[config.mk]
export PLATFORM = sky130hd
export DESIGN_NAME = soc_clk_divider
export DESIGN_NICKNAME = d
export VERILOG_FILES = /design/src/rtl/soc_ctrl_pkg.sv /design/src/rtl/soc_clk_divider.sv
export SDC_FILE = /design/constraint.sdc
export NUM_CORES = 1
export LEC_CHECK = 0
export CORE_MARGIN = 5
export CORE_UTILIZATION = 51
export DETAILED_ROUTE_END_ITERATION = 7
export PLACE_DENSITY = 0.74
export REMOVE_ABC_BUFFERS = 1
export SETUP_SLACK_MARGIN = 0.3
export SLEW_MARGIN = 20
export SYNTH_ARGS = -nofsm -noshare
export SYNTH_HDL_FRONTEND = slang
export SYNTH_SLANG_ARGS = --single-unit
export TNS_END_PERCENT = 10
[constraint.sdc]
create_clock -name HCLK -period 3.3 [get_ports HCLK]
set_input_delay 0.495 -clock HCLK [delete_from_list [all_inputs] [get_ports HCLK]]
set_output_delay 0.495 -clock HCLK [all_outputs]
set_load 0.01 [all_outputs]
[src/rtl/soc_ctrl_pkg.sv]
// rtl/soc_ctrl_pkg.sv - shared constants and types for the SoC control clocking blocks
package soc_ctrl_pkg;

  localparam int CLK_DIV_WIDTH = 8;

  typedef enum logic {
    RUN  = 1'b0,
    PEND = 1'b1
  } div_state_t;

endpackage

[src/rtl/soc_clk_divider.sv]
// rtl/soc_clk_divider.sv - programmable integer clock divider with boundary-aligned ratio updates
module soc_clk_divider
  import soc_ctrl_pkg::*;
#(
  parameter int DIV_WIDTH = CLK_DIV_WIDTH,
  parameter int RESET_DIV = 1
) (
  input  logic                 HCLK,
  input  logic                 HRESETn,
  input  logic                 en_i,
  input  logic [DIV_WIDTH-1:0] div_i,
  input  logic                 div_valid_i,
  output logic                 clk_en_o,
  output logic                 clk_o,
  output logic                 bypass_o,
  output logic                 busy_o
);

  localparam logic [DIV_WIDTH-1:0] W_ONE   = DIV_WIDTH'(1);
  localparam logic [DIV_WIDTH-1:0] RST_DIV = (RESET_DIV < 1) ? W_ONE : DIV_WIDTH'(RESET_DIV);

  // Ratio 0 is folded to 1 so the active ratio register never holds 0.
  function automatic logic [DIV_WIDTH-1:0] norm_div(input logic [DIV_WIDTH-1:0] d);
    return (d == '0) ? W_ONE : d;
  endfunction

  logic [DIV_WIDTH-1:0] r_cnt;
  logic [DIV_WIDTH-1:0] r_div;
  logic [DIV_WIDTH-1:0] r_pend_div;
  div_state_t           r_state;
  logic                 r_clk;
  logic                 r_bypass;

  logic [DIV_WIDTH-1:0] w_cnt_next;
  logic [DIV_WIDTH-1:0] w_div_next;
  logic [DIV_WIDTH-1:0] w_pend_next;
  logic [DIV_WIDTH-1:0] w_apply_val;
  div_state_t           w_state_next;
  logic                 w_clk_next;
  logic                 w_last;

  assign w_last = (r_cnt == (r_div - W_ONE));

  always_comb begin
    w_cnt_next   = r_cnt + W_ONE;
    w_div_next   = r_div;
    w_pend_next  = r_pend_div;
    w_state_next = r_state;
    // A strobe in the applying cycle overrides any older pending value.
    w_apply_val  = div_valid_i ? div_i : r_pend_div;

    if (!en_i || w_last) begin
      w_cnt_next   = '0;
      w_state_next = RUN;
      if (div_valid_i || (r_state == PEND)) begin
        w_div_next = norm_div(w_apply_val);
      end
    end else if (div_valid_i) begin
      w_pend_next  = div_i;
      w_state_next = PEND;
    end

    w_clk_next = en_i && (w_div_next > W_ONE) && (w_cnt_next < (w_div_next >> 1));
  end

  always_ff @(posedge HCLK or negedge HRESETn) begin
    if (!HRESETn) begin
      r_cnt      <= '0;
      r_div      <= RST_DIV;
      r_pend_div <= '0;
      r_state    <= RUN;
      r_clk      <= 1'b0;
      r_bypass   <= (RST_DIV == W_ONE);
    end else begin
      r_cnt      <= w_cnt_next;
      r_div      <= w_div_next;
      r_pend_div <= w_pend_next;
      r_state    <= w_state_next;
      r_clk      <= w_clk_next;
      r_bypass   <= (w_div_next == W_ONE);
    end
  end

  assign clk_en_o = w_last && en_i;
  assign clk_o    = r_clk;
  assign bypass_o = r_bypass;
  assign busy_o   = (r_state == PEND);

endmodule

==> Flow_metrics.wiki, run 1 <==
{| class="wikitable"
! Metric !! Value
|-
| CTS Buffer Depth || 2
|-
| Mapped cell area || 1770 sq um
|-
| Die width || 69.0 um
|-
| First-pass iteration count of the detailed router || 4
|-
| Crit path arrival time || 3.41 ns
|-
| Setup TNS || 0 ns
|-
| Worst reg2reg setup slack || 0.14 ns
|-
| # diodes || 0
|-
| Slew @ Worst Pin || 0.668 ns
|-
| Clock slew at reported path FFs || 0.15 ns
|-
| Total detailed-routing wirelength || 4820 um
|-
| Via count of the first global-routing pass || 1,452
|-
| Final core utilization || 65.5%
|-
| Number of nets with antenna violations after detailed routing || 0
|-
| Post-synth EDFFs || 0
|-
| CP top delay family || compound AO/OA/AOI/OAI gates
|-
| IO Pins || 16
|-
| DRC violations left || 0
|-
| Type of the worst setup path || flop to flop
|-
| Number of synthesis warnings || 0
|-
| Setup Skew || 0.00347 ns
|-
| Minimum clock period after layout || 3.16 ns
|-
| Standard-cell row count || 21
|-
| Xor and xnor fraction of the mapped netlist area || 7.41%
|-
| CP max stage delay || 0.42 ns
|-
| Portion of netlist area occupied by mux cells || 6.21%
|-
| Proportion of netlist area held by the largest area contributor || 35.3%
|-
| Cell count after synthesis || 185
|-
| Reported leakage power || 0.969 nW
|-
| Final-stage net count || 235
|-
| Area contributors post-synth || dfrtp_1, mux2_2, ha_1, nor2_1, xnor2_1
|-
| Die footprint || 4760 sq um
|-
| Commonest non-fill, non-tap cell in the layout || dfrtp_1
|-
| Worst setup slack after layout || 0.140 ns
|-
| Max Clk Rate || 316 MHz
|-
| RePlAce Congestion || 0.912
|-
| Most used flip-flop cell after synthesis || dfrtp_1
|-
| Global-route congestion overflow total || 0
|-
| Hold/Removal Path Class || primary input to async pin
|-
| Share of synthesized cell area in and, or, nand and nor gates || 18.8%
|-
| CTS tree || yes
|-
| Final Hold Violating Endpoints || 0
|-
| Overall track demand over capacity in global routing || 20.4%
|-
| Vias after detailed routing || 1,590
|-
| Pin count of the biggest net entering global routing || 28
|-
| Area growth from synthesis to final layout || 24.2%
|-
| Worst-Skew Late Latency || 0.33 ns
|-
| Antenna violations before repair || 0
|-
| Cell at the root of the clock tree || clkbuf_4
|-
| Crit path buffers/inverters || 2
|-
| Element type at the critical path start || flop
|-
| Crit path capture type || flop
|-
| Seq cells post-synth || 27
|-
| Initial Utilization || 52.7%
|-
| Outcome || complete, no violations
|-
| Number of port buffers || 15
|-
| Seq/Total Area, Yosys || 38.2%
|-
| Crit-path max FO || 6
|-
| Post-Place Worst Slack || -0.0905 ns
|-
| Share of flip-flops with an asynchronous set or reset after synthesis || 100%
|-
| Max-slew violation total from the final report || 0
|-
| Dpl hpwl || 3300 um
|-
| Unrepaired setup endpoints after global routing || true
|-
| Post-synthesis average cell area || 9.58 sq um
|-
| List of cells traversed by the critical path || inv_2 -> ha_4 -> or3b_1 -> a211oi_2 -> o211ai_2 -> o31ai_4 -> o21ai_4 -> buf_4 -> a22oi_2 -> ha_1 -> o221ai_1 -> o21bai_1 -> a221oi_2
|-
| Global-route wire length before repair || 7210 um
|-
| Worst path required time || 3.55 ns
|-
| WL/cell || 18.4 um
|-
| Maximum vdd ir drop || 195 uV
|-
| Worst Hold Margin || 0.514 ns
|-
| Clock H-tree levels || 1
|-
| Die height || 69.0 um
|-
| Number of buffers inserted during clock tree synthesis || 3
|-
| Critical-path top delay cell || dfstp_2
|-
| Fill count || 312
|-
| Number of max-cap violations || 0
|-
| Vias per cell || 6.07
|-
| Top library cells by usage in the layout, fill and taps aside || dfrtp_1, nor2_1, buf_4
|-
| Post-synthesis compound-gate area fraction || 20.3%
|-
| Post-route fraction of the period consumed by the critical path || 95.8%
|-
| Final number of setup-violating endpoints || 0
|-
| Distinct cells, synth || 50
|-
| Dominant combinational cell family by area after synthesis || compound AO/OA/AOI/OAI gates
|-
| Hold bufs inserted after CTS || 0
|-
| First-iteration detailed-routing DRC count || 133
|-
| Slew HR || 55.2%
|-
| Placeable core area || 3360 sq um
|-
| Synthesized-area fraction occupied by adder cells || 4.80%
|-
| Layout cells sized above 1 || 24.1%
|-
| CTS sink count || 27
|-
| Power per standard cell area || 393 nW/um^2
|-
| Cell type contributing the most total cell area after synthesis || dfrtp_1
|}
## flip-flops by register name, summed over array words and instances (netlist names)
name        count
r_cnt           8
r_div           8
r_pend_div      8
busy_o          1
bypass_o        1
clk_o           1
## Yosys cell counts (2+ instances only)
library cell  instances
dfrtp_1              25
nor2_1               19
inv_1                13
nand2_1               9
a22oi_1               8
mux2_2                8
xnor2_1               8
xor2_1                7
ha_1                  6
and3_1                5
nand4_1               5
nor3_1                5
a21oi_1               4
a22o_1                4
clkbuf_1              4
nand3_1               4
nor4_1                4
o21ai_0               4
and3b_1               3
a2111oi_0             2
a31oi_1               2
and2_1                2
dfstp_2               2
mux2i_1               2
nor2b_1               2
nor3b_1               2
o221ai_1              2
o22ai_1               2
## routing by layer
| metal | part of all wire, % | routed length [um] | GRT usage, % |
|---|---|---|---|
| met1 | 44 | 2140 | 29.3 |
| met2 | 49 | 2380 | 32.5 |
| met3 | 3.9 | 186 | 1.94 |
| met4 | 2.2 | 107 | 5.60 |
| met5 | 0 | 0 | 0 |
## through the flow
step | power [W] | area (sq um) | instances
finish | 0.000866 | 2200 | 262
global route | 0.000915 | 2200 | 262
CTS | 0.000805 | 2030 | 250
detailed placement | 0.000660 | 1990 | 246
global placement | 0.000653 | 1990 | 246
floorplan | 0.000570 | 1750 | 180
## repair_timing
item / 4_1_cts / 5_1_grt
gates cloned: 0 / 1
resized for setup: 4 / 20
pin swaps: 0 / 9
endpoints found under the setup margin: 2 / 2
setup buffers: 0 / 11
## layout make-up
cell class / count / area [sq um] / area share, %
repair buffers: 32 / 278 / 12.6
inverters: 13 / 48.8 / 2.22
flip-flops and latches: 27 / 678 / 30.8
multi-input cells: 140 / 1110 / 50.6
well taps: 46 / 57.6 / 2.61
clock buffers: 4 / 26.3 / 1.19
## cells by family after synthesis
family,after synthesis
simple gates,64
compound gates,44
flops,27
buf+inv,18
xor+xnor,15
mux,10
fa+ha+maj,7
## path summary, 6_finish.rpt
path | start | endpoint | depth (start not counted)
min in group HCLK | r_pend_div[0] | r_pend_div[0] | 1
worst min register to register | r_pend_div[0] | r_pend_div[0] | 1
max in group asynchronous | HRESETn | r_div[0] | 2
worst max-delay path | r_div[0] | clk_o | 13
worst min-delay path | HRESETn | r_div[6] | 2
worst max register to register | r_div[0] | clk_o | 13
## power breakdown
| group | total, W | internal [W] | switching [W] |
|---|---|---|---|
| Sequential | 0.000421 | 0.000369 | 0.0000521 |
| Combinational | 0.000298 | 0.000143 | 0.000155 |
| Clock | 0.000147 | 0.0000474 | 0.0000995 |
Power figures use the tool's default switching activity.
==> inputs of run 2 (changes only) <==
Settings changed: SLEW_MARGIN 20 to unset.
==> results of run 2 <==
Final layout, timing and power as in run 1 (identical DEF).
==> inputs of run 3 (changes only) <==
Settings changed: CORE_ASPECT_RATIO set to 0.75, MAX_ROUTING_LAYER set to met4.
==> Flow_metrics.wiki, run 3 (same netlist as run 1, synthesis figures left out) <==
{| class="wikitable"
! Metric !! Value
|-
| Final non-filler cell total || 256 (was 262)
|-
| Area growth from synthesis to final layout || 24.3% (was 24.2%)
|-
| Post-route fraction of the period consumed by the critical path || 97.6% (was 95.8%)
|-
| Internal Power || 0.000595 W (was 0.000559 W)
|-
| Combinational Power Share || 32.7% (was 34.4%)
|-
| Final core utilization || 66.6% (was 65.5%)
|-
| Crit path buffers/inverters || 1 (was 2)
|-
| Top library cells by usage in the layout, fill and taps aside || dfrtp_1, nor2_1, buf_4 (unchanged)
|-
| Slew HR || 47.9% (was 55.2%)
|-
| Clock slew at reported path FFs || 0.10 ns (was 0.15 ns)
|-
| Worst path required time || 3.49 ns (was 3.55 ns)
|-
| Worst Hold Margin || 0.554 ns (was 0.514 ns)
|-
| Unrepaired setup endpoints after global routing || true (unchanged)
|-
| Critical-path top delay cell || dfrtp_1 (was dfstp_2)
|-
| Vias per cell || 6.51 (was 6.07)
|-
| First-iteration detailed-routing DRC count || 210 (was 133)
|-
| Pin count of the biggest net entering global routing || 28 (unchanged)
|-
| RePlAce Congestion || 0.993 (was 0.912)
|-
| CP max stage delay || 0.40 ns (was 0.42 ns)
|-
| Clock H-tree levels || 1 (unchanged)
|-
| Final Hold Violating Endpoints || 0 (unchanged)
|-
| Dpl hpwl || 3630 um (was 3300 um)
|-
| Clock share of power || 21.2% (was 17.0%)
|-
| Leading registers by flop count || r_cnt x8, r_div x8, r_pend_div x8 (unchanged)
|-
| Die width || 78.1 um (was 69.0 um)
|-
| Global-route wire length before repair || 7900 um (was 7210 um)
|-
| Vias after detailed routing || 1,666 (was 1,590)
|-
| Power per standard cell area || 414 nW/um^2 (was 393 nW/um^2)
|-
| Slew @ Worst Pin || 0.776 ns (was 0.668 ns)
|-
| Hold/Removal Path Class || flop to flop (was primary input to async pin)
|-
| Cell at the root of the clock tree || clkbuf_8 (was clkbuf_4)
|-
| Worst-Skew Late Latency || 0.28 ns (was 0.33 ns)
|-
| Final-stage net count || 235 (unchanged)
|-
| Maximum vdd ir drop || 358 uV (was 195 uV)
|-
| Crit path capture type || flop (unchanged)
|-
| Setup TNS || 0 ns (unchanged)
|-
| CTS sink count || 27 (unchanged)
|-
| Net switching power figure || 0.000318 W (was 0.000307 W)
|-
| Sum of internal, switching and leakage power || 0.000913 W (was 0.000866 W)
|-
| Max-slew violation total from the final report || 0 (unchanged)
|-
| IO Pins || 16 (unchanged)
|-
| CTS Buffer Depth || 2 (unchanged)
|-
| Layout cells sized above 1 || 22.7% (was 24.1%)
|-
| Placeable core area || 3310 sq um (was 3360 sq um)
|-
| Crit path top cell by count || a22oi_2
|-
| Overall track demand over capacity in global routing || 22.1% (was 20.4%)
|-
| Element type at the critical path start || flop (unchanged)
|-
| Switching power as a share of total power || 34.8% (was 35.5%)
|-
| Outcome || complete, no violations (unchanged)
|-
| Die height || 61.1 um (was 69.0 um)
|-
| List of cells traversed by the critical path || inv_2 -> ha_4 -> or3b_1 -> a211oi_2 -> o211ai_2 -> o31ai_4 -> o21ai_4 -> a22oi_2 -> ha_1 -> a21boi_1 -> o211ai_1 -> a22oi_2 -> a221oi_2 (was inv_2 -> ha_4 -> or3b_1 -> a211oi_2 -> o211ai_2 -> o31ai_4 -> o21ai_4 -> buf_4 -> a22oi_2 -> ha_1 -> o221ai_1 -> o21bai_1 -> a221oi_2)
|-
| Global-route congestion overflow total || 0 (unchanged)
|-
| Max Clk Rate || 310 MHz (was 316 MHz)
|-
| Standard-cell row count || 18 (was 21)
|-
| Cell total after placement || 242 (was 246)
|-
| Crit-path max FO || 5 (was 6)
|-
| Total detailed-routing wirelength || 5060 um (was 4820 um)
|-
| Number of max-cap violations || 0 (unchanged)
|-
| Via count of the first global-routing pass || 1,576 (was 1,452)
|-
| Die footprint || 4770 sq um (was 4760 sq um)
|-
| Setup Skew || 0.00637 ns (was 0.00347 ns)
|-
| Number of port buffers || 15 (unchanged)
|-
| Initial Utilization || 53.6% (was 52.7%)
|-
| CTS tree || yes (unchanged)
|-
| CP top delay family || compound AO/OA/AOI/OAI gates (unchanged)
|-
| Sequential share of power || 46.1% (was 48.6%)
|-
| Minimum clock period after layout || 3.22 ns (was 3.16 ns)
|-
| Commonest non-fill, non-tap cell in the layout || dfrtp_1 (unchanged)
|-
| WL/cell || 19.8 um (was 18.4 um)
|-
| # diodes || 0 (unchanged)
|-
| Number of buffers inserted during clock tree synthesis || 3 (unchanged)
|-
| Antenna violations before repair || 0 (unchanged)
|-
| First-pass iteration count of the detailed router || 4 (unchanged)
|-
| DRC violations left || 0 (unchanged)
|-
| Type of the worst setup path || flop to flop (unchanged)
|-
| Number of nets with antenna violations after detailed routing || 0 (unchanged)
|-
| Final number of setup-violating endpoints || 0 (unchanged)
|-
| Reported leakage power || 0.982 nW (was 0.969 nW)
|-
| Crit path arrival time || 3.41 ns (about the same)
|}
## run 3: path summary, 6_finish.rpt
check | start | to | slack, ns | cells past startpoint
setup / recovery | r_div[1] | clk_o | 0.08 | 13
hold / removal | r_pend_div[6] | r_pend_div[6] | 0.55 | 1
setup reg to reg | r_div[1] | clk_o | 0.08 | 13
hold reg to reg | r_pend_div[6] | r_pend_div[6] | 0.55 | 1
max in group asynchronous | HRESETn | bypass_o | 2.41 | 2
min in group asynchronous | HRESETn | r_cnt[1] | 0.58 | 2
## run 3: timing repair
item | in CTS | in global routing
endpoints found under the setup margin | 2 | 3
pin swaps | 5 | 8
resized for setup | 11 | 9
hold buffers | 0 | 0
endpoints found under the hold margin | 0 | 0
buffers inserted | 6 | 3
cloned | 1 | 0
## run 3: metal layers
metal	vias up	share of wire [%]	track usage, %
li1	754	-	-
met1	805	43	29.1
met2	87	46	33.7
met3	20	7.7	4.39
met4	0	3.4	9.16
met5	-	0	-
## run 3: layout make-up
type	instances	area [sq um]
Clock buffer	3	41.3
Tap cell	40	50.0
Fill cell	251	1110
Multi-Input combinational cell	140	1100
Inverter	13	48.8
Clock inverter	1	5.00
Timing Repair Buffer	32	278
Sequential cell	27	679
## run 3: worst register-to-register path, cell delays in order (launching register included)
cell and delay (ns):
dfrtp_1 0.40, inv_2 0.09, ha_4 0.13, or3b_1 0.35, a211oi_2 0.28, o211ai_2 0.19
o31ai_4 0.36, o21ai_4 0.14, a22oi_2 0.26, ha_1 0.28, a21boi_1 0.14, o211ai_1 0.16
a22oi_2 0.14, a221oi_2 0.22
## run 3: power by group through the flow
stage                     combinational, W  clock [W]  sequential [W]
after global placement            0.000241          0        0.000417
after CTS                         0.000272   0.000197        0.000413
after global routing              0.000322   0.000209        0.000424
final                             0.000299   0.000194        0.000421
after floorplan                   0.000163          0        0.000408
after detailed placement          0.000248          0        0.000419
## run 3: through the flow
stage | setup slack (ns) | area [sq um]
after CTS | 0.146 | 2150
after global placement | 0.0118 | 2000
final | 0.0783 | 2200
after global routing | 0.00615 | 2200
after detailed placement | -0.125 | 2000
after floorplan | -0.101 | 1750
